$ cat config.mk
export PLATFORM = sky130hd
export DESIGN_NAME = elastic_pipe_reg
export DESIGN_NICKNAME = d
export VERILOG_FILES = /design/src/rtl/pipeline_reg_pkg.sv /design/src/rtl/skid_stage.sv /design/src/rtl/elastic_pipe_reg.sv
export SDC_FILE = /design/constraint.sdc
export NUM_CORES = 1
export LEC_CHECK = 0
export ABC_AREA = 1
export BUFFER_PORTS_ARGS = -buffer_cell sky130_fd_sc_hd__buf_4
export CAP_MARGIN = 20
export CORE_MARGIN = 2
export CORE_UTILIZATION = 35
export DETAILED_ROUTE_END_ITERATION = 8
export PLACE_DENSITY_LB_ADDON = 0.2
export SETUP_SLACK_MARGIN = 0.5
export SYNTH_ARGS = -nofsm -noshare
export SYNTH_HDL_FRONTEND = slang
export SYNTH_SLANG_ARGS = --single-unit
export TNS_END_PERCENT = 50
$ cat constraint.sdc
create_clock -name clk -period 5.1 [get_ports clk]
set_input_delay 0.51 -clock clk [delete_from_list [all_inputs] [get_ports clk]]
set_output_delay 0.51 -clock clk [all_outputs]
set_load 0.01 [all_outputs]
$ cat src/rtl/pipeline_reg_pkg.sv
// Shared pipeline-register payload types and control bundle.
// Latency: n/a (types and constants only).
// Backpressure: n/a.
package pipeline_reg_pkg;

    localparam int THREAD_NUM_W = 4;

    // fetch -> decode payload; thread number sits in the MSBs
    typedef struct packed {
        logic [THREAD_NUM_W-1:0] thread_num;
        logic [31:0]             pc;
        logic [31:0]             instr;
    } fetch_decode_reg;

    // decode -> lanes payload; thread number sits in the MSBs
    typedef struct packed {
        logic [THREAD_NUM_W-1:0] thread_num;
        logic [31:0]             pc;
        logic [6:0]              opcode;
        logic [4:0]              rd;
        logic [4:0]              rs1;
        logic [4:0]              rs2;
        logic [11:0]             imm;
    } decode_lanes_reg;

    // pipeline control bundle broadcast to every stage
    typedef struct packed {
        logic                    flush;
        logic                    kill_valid;
        logic [THREAD_NUM_W-1:0] kill_thread;
    } pipe_ctrl_t;

    localparam int DECODE_LANES_W = $bits(decode_lanes_reg);
    localparam int FETCH_DECODE_W = $bits(fetch_decode_reg);

endpackage

$ cat src/rtl/skid_stage.sv
// One elastic stage: main register plus one skid register.
// Latency: 1 cycle from accept to out_valid.
// Backpressure: in_ready = !skid valid (registered), so ready never depends combinationally on out_ready.
module skid_stage
    import pipeline_reg_pkg::*;
#(
    parameter int WIDTH    = 70,
    parameter int THREAD_W = 4
) (
    input  logic                clk,
    input  logic                rst,
    input  logic                in_valid,
    output logic                in_ready,
    input  logic [WIDTH-1:0]    in_data,
    output logic                out_valid,
    input  logic                out_ready,
    output logic [WIDTH-1:0]    out_data,
    input  logic                flush,
    input  logic                kill_valid,
    input  logic [THREAD_W-1:0] kill_thread,
    output logic [1:0]          vld_cnt_nxt
);

    logic             main_vld, skid_vld;
    logic [WIDTH-1:0] main_dat, skid_dat;
    logic             main_vld_nxt, skid_vld_nxt;
    logic [WIDTH-1:0] main_dat_nxt, skid_dat_nxt;
    logic             pop, push, keep_main, keep_skid, keep_in;

    function automatic logic kill_hit(input logic [WIDTH-1:0] dat);
        return kill_valid && (dat[WIDTH-1 -: THREAD_W] == kill_thread);
    endfunction

    assign in_ready  = !skid_vld;
    assign out_valid = main_vld;
    assign out_data  = main_dat;

    // Next state: survivors in age order (main, skid, new input) fill main first, then skid
    always_comb begin
        pop          = main_vld && out_ready;
        push         = in_valid && !skid_vld;
        keep_main    = main_vld && !pop && !kill_hit(main_dat);
        keep_skid    = skid_vld && !kill_hit(skid_dat);
        keep_in      = push && !kill_hit(in_data);
        main_vld_nxt = 1'b0;
        skid_vld_nxt = 1'b0;
        main_dat_nxt = main_dat;
        skid_dat_nxt = skid_dat;
        if (!flush) begin
            if (keep_main) begin
                main_vld_nxt = 1'b1;
                if (keep_skid) begin
                    skid_vld_nxt = 1'b1;
                end else if (keep_in) begin
                    skid_vld_nxt = 1'b1;
                    skid_dat_nxt = in_data;
                end
            end else if (keep_skid) begin
                // push is impossible while skid is full, so the input slot is empty here
                main_vld_nxt = 1'b1;
                main_dat_nxt = skid_dat;
            end else if (keep_in) begin
                main_vld_nxt = 1'b1;
                main_dat_nxt = in_data;
            end
        end
        vld_cnt_nxt = {1'b0, main_vld_nxt} + {1'b0, skid_vld_nxt};
    end

    // State registers; data cleared on reset so out_data reads zero afterwards
    always_ff @(posedge clk) begin
        if (rst) begin
            main_vld <= 1'b0;
            skid_vld <= 1'b0;
            main_dat <= '0;
            skid_dat <= '0;
        end else begin
            main_vld <= main_vld_nxt;
            skid_vld <= skid_vld_nxt;
            main_dat <= main_dat_nxt;
            skid_dat <= skid_dat_nxt;
        end
    end

endmodule

$ cat src/rtl/elastic_pipe_reg.sv
// Elastic pipeline register: STAGES skid stages with flush, per-thread kill and occupancy.
// Latency: STAGES cycles unstalled, 1 item/cycle throughput.
// Backpressure: out_ready low stalls stages back to front; in_ready is registered per stage, gated by flush/rst.
module elastic_pipe_reg
    import pipeline_reg_pkg::*;
#(
    parameter int WIDTH    = DECODE_LANES_W,
    parameter int STAGES   = 2,
    parameter int THREAD_W = 4,
    parameter int CNT_W    = $clog2(2*STAGES+1)
) (
    input  logic                clk,
    input  logic                rst,
    input  logic                in_valid,
    output logic                in_ready,
    input  logic [WIDTH-1:0]    in_data,
    output logic                out_valid,
    input  logic                out_ready,
    output logic [WIDTH-1:0]    out_data,
    input  logic                flush,
    input  logic                kill_valid,
    input  logic [THREAD_W-1:0] kill_thread,
    output logic [CNT_W-1:0]    occupancy
);

    logic             vld_c [STAGES+1];
    logic             rdy_c [STAGES+1];
    logic [WIDTH-1:0] dat_c [STAGES+1];
    logic [1:0]       cnt_c [STAGES];
    logic [CNT_W-1:0] occ_nxt;

    assign vld_c[0]       = in_valid && !flush && !rst;
    assign dat_c[0]       = in_data;
    assign in_ready       = rdy_c[0] && !flush && !rst;
    assign rdy_c[STAGES]  = out_ready;
    assign out_valid      = vld_c[STAGES];
    assign out_data       = dat_c[STAGES];

    for (genvar i = 0; i < STAGES; i++) begin : g_stage
        skid_stage #(
            .WIDTH    (WIDTH),
            .THREAD_W (THREAD_W)
        ) u_stage (
            .clk         (clk),
            .rst         (rst),
            .in_valid    (vld_c[i]),
            .in_ready    (rdy_c[i]),
            .in_data     (dat_c[i]),
            .out_valid   (vld_c[i+1]),
            .out_ready   (rdy_c[i+1]),
            .out_data    (dat_c[i+1]),
            .flush       (flush),
            .kill_valid  (kill_valid),
            .kill_thread (kill_thread),
            .vld_cnt_nxt (cnt_c[i])
        );
    end

    // Sum next-state valid bits of all stages
    always_comb begin
        occ_nxt = '0;
        for (int i = 0; i < STAGES; i++) begin
            occ_nxt = occ_nxt + CNT_W'(cnt_c[i]);
        end
    end

    // Occupancy register tracks the valid-bit popcount after every edge
    always_ff @(posedge clk) begin
        if (rst) begin
            occupancy <= '0;
        end else begin
            occupancy <= occ_nxt;
        end
    end

endmodule
==> out/results.tsv, run 1 <==
metric	value	unit
status	finished, final reports clean	
internal power	3.89	mW
hold_sp	in_data[18]	
Synth top area share	41.5	%
Starting Density	35.6	%
die area	0.0411	sq mm
Slew Viols, Final	0	
Seq/Total Area, Yosys	41.5	%
# setup viols final	0	
Hold Buf Count CTS	0	
maximum net fanout on the critical path	72	
Max VDD drop	0.162	mV
share of layout cells above drive strength 1	10.9	%
Vias/cell	4.77	
PwrDens	321	mW/mm^2
H-tree Lvls	2	
Residual DRC	0	
Root Buffer	clkbuf_16	
Crit Path Category	reg2reg	
row cnt	72	
tightest hold margin	0.248	ns
Synth Cell Area	0.0138	sq mm
Final Hold Viols	0	
Antenna Nets Post-Route	0	
most common library cells after synthesis	592 x nand2_1, 441 x nor2_1, 287 x dfxtp_1, 162 x inv_1, 142 x nor3_1	
worst min path class	in2reg	
GR Overflow Total	0	
CTS Buf Count	35	
vias in the first global route	12300	
postcts setup bufs	0	
Post-Syn Nets	2245	
startpoint types	register	
switching part of the total power	23.0	%
Primary FF master, synth	dfxtp_1	
M2 GR Usage	31.6	%
met3 GRT Util	2.71	%
unrepaired setup endpoints after global routing	no	
Die H	203	microns
number of antenna diodes	0	
first-pass GRT wire length	64800	microns
routability cong.	0.817	
Via Count	12800	
Multi-input gate area	0.00630	sq mm
Most Crowded Layer GR	met2	
iteration-0 DRC count of the detailed router	819	
Area contributors post-synth	dfxtp_1 42%, nand2_1 16%, nor2_1 12%	
Routed Wire Length	39600	microns
placed cells	2626	
fin crit share	66.5	%
Comb pwr share	5.6	%
leakage power	8.03	nW
crit end category	register	
number of synthesized register bits	287	
later-pin clock latency in the skew report	0.51	ns
Netlist cell types	24	
setup TNS	0	ns
max_cap viols	0	
Final Net Count	2229	
Synth area leader	dfxtp_1	
port buffer count	154	
Synth-to-Final Area Change	13.8	%
sequential power share	45.3	%
most frequent cell after synthesis	nand2_1	
Tot Pwr	5.06	mW
CTS tree	yes	
fill count	4150	
worst endpoint required time	5.50	ns
CP startpoint	g_stage[1].u_stage.skid_vld	
fin crit period	3.39	ns
Rel. slew slack	27.4	%
grt met1 use	26.1	%
worst-margin pin slew	1.09	ns
# clock sinks	287	
Layout Cells excl Fill	2688	
Avg Cell Area, Syn	6.40	sq um
CTS max path bufs	3	
Avg WL per Cell	14.7	microns
Worst Path Arrival	3.80	ns
I/O pin count	155	
EDFF count, synth	0	
drt pass-1 iters	7	
initial antenna violation count	0	
Net Sw Power	1.16	mW
area occupied by registers	0.00575	sq mm
RR Startpoint	g_stage[1].u_stage.skid_vld	
R2R Setup Slk	1.71	ns
CTS clk-pin slew, worst paths	0.06	ns
Synth Instances	2162	
clk_skew	0.0169	ns
Synth Warn #	0	
Post-CTS Resized	0	
Clock Power Share	49.2	%
core region area	0.0388	sq mm
Die W	203	microns
Peak Freq	295	MHz
largest net degree at the start of global routing	189	
DP Wirelength	22400	microns
GRT Total Usage	19.2	%
fraction of registers with async set/reset	0	%
==> final timing paths <==
check / cells after the start / end
hold / removal: 3 / g_stage[0].u_stage.skid_dat[18]
setup reg to reg: 11 / occupancy[1]
hold reg to reg: 2 / g_stage[1].u_stage.skid_dat[57]
setup / recovery: 11 / occupancy[1]
==> per-stage QoR <==
step	instance area (sq um)	setup WS (ns)	util [%]
6_report	15700	1.71	40.5
5_1_grt	15700	1.42	40.5
4_1_cts	15700	1.43	40.5
3_5_place_dp	14600	1.47	37.6
3_3_place_gp	14600	1.52	37.6
2_1_floorplan	13800	2.47	-
==> layout by cell type, fill, tap and decap left out, types with 30 or more instances in the layout <==
cell type,n
nand3_1,138
buf_4,168
o21ai_1,30
clkbuf_16,37
nand2_1,587
dfxtp_1,285
nor2_1,441
o21ai_0,125
inv_1,161
nor3_1,142
==> power by group through the flow <==
stage	clock, mW	combinational [mW]	sequential [mW]
floorplan	0	0.174	2.33
global placement	0	0.283	2.34
detailed placement	0	0.283	2.34
CTS	2.55	0.285	2.29
global route	2.64	0.320	2.29
finish	2.49	0.281	2.29
==> critical path, cell delays in order, from the launching register on <==
cell and delay [ns]:
dfxtp_4 0.99, nand2_1 0.10, inv_1 0.15, nand2_4 0.49
inv_1 0.23, nand2_1 0.11, o21ai_0 0.14, fa_1 0.49
ha_1 0.21, ha_1 0.28, inv_1 0.05, nor2_1 0.03
==> routing by layer <==
layer | part of all wire, % | vias up
met2 | 44 | 317
met3 | 5.6 | 67
met5 | 0 | -
met4 | 2.5 | 0
li1 | - | 6578
met1 | 48 | 5871
==> cell type report <==
class	count	share of cell area (%)
Multi-Input combinational cell	1488	40.0
Sequential cell	287	36.5
Tap cell	518	4.12
Timing Repair Buffer	169	8.14
Clock inverter	4	0.469
Inverter	165	3.98
Clock buffer	57	6.74
==> state kept, by name (all words and copies together), names as in the netlist <==
signal and count:
g_stage.u_stage.out_data 140, g_stage.u_stage.skid_dat 140, occupancy 3, g_stage.u_stage.out_valid 2, g_stage.u_stage.skid_vld 2
==> cells by family (layout without fill, tap and decap cells) <==
kind of cell	Yosys count	in the layout	share of synthesized area [%]
AO/OA/AOI/OAI	157	157	5.68
XOR/XNOR	5	5	0.317
flip-flops	287	287	41.5
buffers and inverters	387	395	13.5
AND/OR/NAND/NOR	1323	1323	38.7
adder cells (fa/ha/maj)	3	3	0.326
(Power assumes the default switching activity.)
==> run 2, diff against run 1 <==
--- a/config.mk
+++ b/config.mk
@@ -5,7 +5,7 @@
 export SDC_FILE = /design/constraint.sdc
 export NUM_CORES = 1
 export LEC_CHECK = 0
-export ABC_AREA = 1
+export ABC_AREA = 0
 export BUFFER_PORTS_ARGS = -buffer_cell sky130_fd_sc_hd__buf_4
 export CAP_MARGIN = 20
 export CORE_MARGIN = 2
==> constraint.sdc (replaced) <==
create_clock -name clk -period 2.86 [get_ports clk]
set_input_delay 0.286 -clock clk [delete_from_list [all_inputs] [get_ports clk]]
set_output_delay 0.286 -clock clk [all_outputs]
set_load 0.01 [all_outputs]
==> out/results.tsv, run 2 <==
metric	value	unit
I/O pin count	155	
Antenna Nets Post-Route	0	
GR Overflow Total	0	
initial antenna violation count	2	
port buffer count	154	
most common cell after layout, fill and taps aside	dfxtp_1	
Rel. slew slack	34.4	%
first-pass GRT wire length	52100	microns
worst setup margin	0.502	ns
setup TNS	0	ns
fin crit share	82.5	%
Synth Instances	1315	
Final Net Count	1441	
worst min path class	in2reg	
Max VDD drop	0.375	mV
Crit Path Category	reg2reg	
most common library cells after synthesis	287 x dfxtp_1, 211 x mux2i_1, 143 x nand2b_1, 74 x a21oi_1, 74 x clkbuf_1	
unrepaired setup endpoints after global routing	yes	
Synth-to-Final Area Change	19.1	%
fraction of the mapped netlist area in adder cells	0.354	%
Primary FF master, synth	dfxtp_1	
core region area	0.0357	sq mm
fin crit period	2.36	ns
Peak Freq	424	MHz
Comb pwr share	4.7	%
maximum net fanout on the critical path	3	
Vias/cell	5.09	
leakage power	6.61	nW
share of layout cells above drive strength 1	21.1	%
# clock sinks	287	
Slew Viols, Final	0	
CP Cell Sequence	xor2_2 -> o41ai_4 -> and2_4 -> a21oi_4 -> fa_1 -> ha_2 -> ha_4 -> nor2b_1	
Hold Buf Count CTS	0	
Final Hold Viols	0	
CTS clk-pin slew, worst paths	0.06	ns
CTS tree	yes	
Via Count	9400	
later-pin clock latency in the skew report	0.51	ns
Routed Wire Length	33700	microns
status	finished, final reports clean	
EDFF count, synth	0	
most frequent cell after synthesis	dfxtp_1	
Root Buffer	clkbuf_16	
Seq/Total Area, Yosys	45.2	%
worst-margin pin slew	0.984	ns
dpl ws	0.257	ns
Synth Cell Area	0.0127	sq mm
Die H	195	microns
routability cong.	0.791	
worst endpoint required time	3.21	ns
iteration-0 DRC count of the detailed router	407	
Avg Cell Area, Syn	9.67	sq um
max_cap viols	0	
Clock Power Share	49.0	%
row cnt	69	
Area contributors post-synth	dfxtp_1 45%, mux2i_1 17%, nand2b_1 7.0%	
Residual DRC	0	
Net Sw Power	1.94	mW
die area	0.0379	sq mm
CTS Buf Count	35	
most frequent cells in the layout	278 x dfxtp_1, 211 x mux2i_1, 183 x buf_4	
startpoint types	register	
post-synthesis compound-gate area fraction	15.0	%
DP Wirelength	19900	microns
CP bufs+invs	0	
crit end category	register	
main combinational cell family by area after synthesis	multiplexers	
# setup viols final	0	
Synth top area share	45.2	%
CTS max path bufs	3	
H-tree Lvls	2	
kind of cell adding the most delay to the critical path	adder cells	
drt pass-1 iters	4	
vias in the first global route	9209	
number of synthesized register bits	287	
Die W	195	microns
clk_skew	0.0275	ns
internal power	6.77	mW
Critical Path Max Stage Delay	0.54	ns
Netlist cell types	36	
sequential power share	46.3	%
largest net degree at the start of global routing	103	
Starting Density	35.7	%
Synth Warn #	0	
switching part of the total power	22.3	%
Post-Syn Nets	1398	
fraction of registers with async set/reset	0	%
GRT Total Usage	17.2	%
PwrDens	575	mW/mm^2
post-synthesis xor/xnor area fraction	1.37	%
Synth Area in Simple Gates	10.8	%
CP max-delay cell	fa_1	
mux share of post-synthesis cell area	16.6	%
Avg WL per Cell	18.3	microns
Worst Path Arrival	2.71	ns
Synth area leader	dfxtp_1	
==> run 2: area by class of cell <==
type	instances	area, sq um
inverter	71	267
tap	461	577
timing repair buffer	197	1620
multi-input combinational	766	5790
fill	3486	20500
clock inverter	11	67.6
sequential	287	5760
clock buffer	50	1050
antenna	3	7.51
==> run 2: repair_timing <==
| item | 4_1_cts | 5_1_grt |
|---|---|---|
| buffers inserted | 12 | 4 |
| gates resized for setup | 16 | 12 |
| pin swaps | 16 | 6 |
| gates cloned | 0 | 1 |
| endpoints found under the setup margin | 99 | 179 |
==> run 2: power by group through the flow <==
stage	logic [mW]	clock network (mW)	registers [mW]
finish	0.412	4.27	4.03
global route	0.444	4.55	4.03
CTS	0.408	4.38	4.03
detailed placement	0.398	0	4.12
global placement	0.396	0	4.12
floorplan	0.219	0	4.12
==> run 2: metrics by stage <==
stage                     instance area, sq um  instances  hold slack, ns  power, mW  util (%)
after global routing                     15100       1843          0.0379       9.02      42.5
after CTS                                15100       1838          0.0295       8.82      42.2
after global placement                   13800       1765           0.458       4.52      38.6
after floorplan                          12800       1315           0.434       4.34         -
final                                    15100       1846          0.0417       8.72      42.5
after detailed placement                 13800       1765           0.463       4.52      38.6
==> run 2: tightest hold or removal path, stage by stage <==
cell and delay, ns:
buf_4 0.12, nand3_1 0.06, a21oi_1 0.05
==> run 2: logic make-up after synthesis <==
logic type / after synthesis
adder cells (fa/ha/maj): 3
multiplexers: 211
AO/OA/AOI/OAI: 299
XOR/XNOR: 19
flip-flops: 287
buffers and inverters: 262
AND/OR/NAND/NOR: 234
==> run 2: per-layer routing <==
metal / vias up / track usage, % / routed length [microns]
li1: 4679 / - / -
met1: 4507 / 23.2 / 16000
met2: 170 / 28.6 / 15600
met3: 44 / 2.97 / 1420
met4: 0 / 4.42 / 676
met5: - / 0 / 0
==> run 2: final timing paths <==
path	from	endpoint	slack [ns]	depth (start not counted)
max reg2reg	g_stage[0].u_stage.skid_dat[67]	occupancy[1]	0.50	8
min reg2reg	g_stage[0].u_stage.skid_dat[10]	g_stage[0].u_stage.skid_dat[10]	0.47	2
max	g_stage[0].u_stage.skid_dat[67]	occupancy[1]	0.50	8
min	in_data[2]	g_stage[0].u_stage.skid_dat[2]	0.04	3
==> run 3, diff against run 2 <==
==> constraint.sdc (replaced) <==
create_clock -name clk -period 2 [get_ports clk]
set_input_delay 0.2 -clock clk [delete_from_list [all_inputs] [get_ports clk]]
set_output_delay 0.2 -clock clk [all_outputs]
set_load 0.01 [all_outputs]
==> out/results.tsv, run 3 (synthesis results as in run 2) <==
metric	value	unit
Synth-to-Final Area Change	51.2	%
DP Wirelength	20700	microns
I/O pin count	155	
later-pin clock latency in the skew report	0.50	ns
leakage power	8.28	nW
share of layout cells above drive strength 1	36.4	%
initial antenna violation count	1	
drt pass-1 iters	5	
CTS tree	yes	
Rel. slew slack	-23.7	%
GRT Total Usage	20.5	%
max_cap viols	0	
most frequent cells in the layout	275 x dfxtp_1, 208 x mux2i_1, 204 x buf_4	
Die H	195	microns
Residual DRC	0	
maximum net fanout on the critical path	3	
# clock sinks	287	
Avg WL per Cell	20.6	microns
Die W	195	microns
fin crit share	119	%
most common cell after layout, fill and taps aside	dfxtp_1	
unrepaired setup endpoints after global routing	yes	
H-tree Lvls	2	
die area	0.0379	sq mm
PwrDens	683	mW/mm^2
Max VDD drop	0.621	mV
Starting Density	35.7	%
area occupied by registers	0.00576	sq mm
worst min path class	in2reg	
CTS max path bufs	3	
worst endpoint required time	2.36	ns
Routed Wire Length	41800	microns
Slew Viols, Final	179	
status	finished, violations left	
Multi-input gate area	0.00701	sq mm
worst-margin pin slew	1.86	ns
vias in the first global route	10300	
core region area	0.0357	sq mm
fin crit period	2.38	ns
Final Hold Viols	0	
routability cong.	0.749	
port buffer count	154	
Tot Pwr	13.1	mW
Root Buffer	clkbuf_16	
CTS Buf Count	34	
Via Count	10500	
Worst Path Arrival	2.74	ns
clk_skew	0.0111	ns
largest net degree at the start of global routing	276	
Antenna Nets Post-Route	0	
startpoint types	register	
fill count	3091	
Crit Path Category	reg2reg	
failing checks	slew limit, setup timing	
Final Net Count	1629	
row cnt	69	
CTS clk-pin slew, worst paths	0.06	ns
# setup viols final	275	
Peak Freq	420	MHz
GR Overflow Total	0	
crit end category	register	
tightest hold margin	0.0452	ns
worst setup margin	-0.382	ns
Vias/cell	5.19	
first-pass GRT wire length	60600	microns
final instance area	0.0192	sq mm
Placed Area	0.0141	sq mm
iteration-0 DRC count of the detailed router	568	
## run 3: changes by cell type in the layout (fill, tap and decap cells not counted), sizes merged
cell and delta:
bufinv +2, diode -1, clkinvlp -2, dlygate4sd3 +68
buf +116, bufbuf +1, a211o +1, clkbuf +8
clkinv -7
## run 3: critical path, cell delays in order, from the launching register on
cell and delay [ns]:
dfxtp_2 0.36, xnor2_2 0.12, nand2_2 0.09, o41ai_4 0.37
and2_4 0.23, nor3_4 0.04, fa_1 0.58, ha_4 0.15
ha_4 0.19, nor2b_4 0.11
## run 3: worst paths after layout
kind                                                 startpoint                               to  slack (ns)  cells after the start
worst max-delay path            g_stage[0].u_stage.skid_dat[68]                     occupancy[1]       -0.38                      9
worst min-delay path                                in_data[69]  g_stage[0].u_stage.out_data[69]        0.05                      3
worst max register to register  g_stage[0].u_stage.skid_dat[68]                     occupancy[1]       -0.38                      9
worst min register to register   g_stage[0].u_stage.skid_dat[0]   g_stage[0].u_stage.skid_dat[0]        0.47                      2
## run 3: what timing repair did
action,in CTS,in global routing
setup buffers,44,12
setup endpoints to repair,285,287
pin swaps,29,31
hold endpoints to repair,97,0
gates cloned,29,8
gates resized for setup,151,158
hold buffers,68,0
## run 3: cell type report
type                    instances  area share (%)
diodes                          2          0.0260
multi-input cells             767            36.4
repair buffers                385            23.0
flip-flops and latches        287            30.0
clock buffers                  55            5.74
inverters                      71            1.39
well taps                     461            3.00
clock inverters                 4           0.384
## run 3: metal layers
| metal | track usage, % | wire [microns] |
|---|---|---|
| met2 | 34.1 | 19900 |
| met1 | 28.2 | 19100 |
| met5 | 0 | 0 |
| met4 | 4.39 | 756 |
| met3 | 3.12 | 2070 |
## run 3: stage by stage
stage / setup slack [ns] / instances / util (%) / setup TNS, ns
finish: -0.382 / 2032 / 53.9 / -63.57
detailed placement: -0.463 / 1810 / 39.6 / -65.76
floorplan: -0.384 / 1315 / - / -0.911
global route: -0.469 / 2031 / 53.9 / -82.56
global placement: -0.429 / 1810 / 39.6 / -58.72
CTS: -0.386 / 2010 / 50.2 / -52.45
## run 3: report_power, final
group	internal, mW	switching [mW]
Clock	4.02	2.41
Combinational	0.474	0.455
Sequential	5.75	0.0180
Total	10.2	2.89
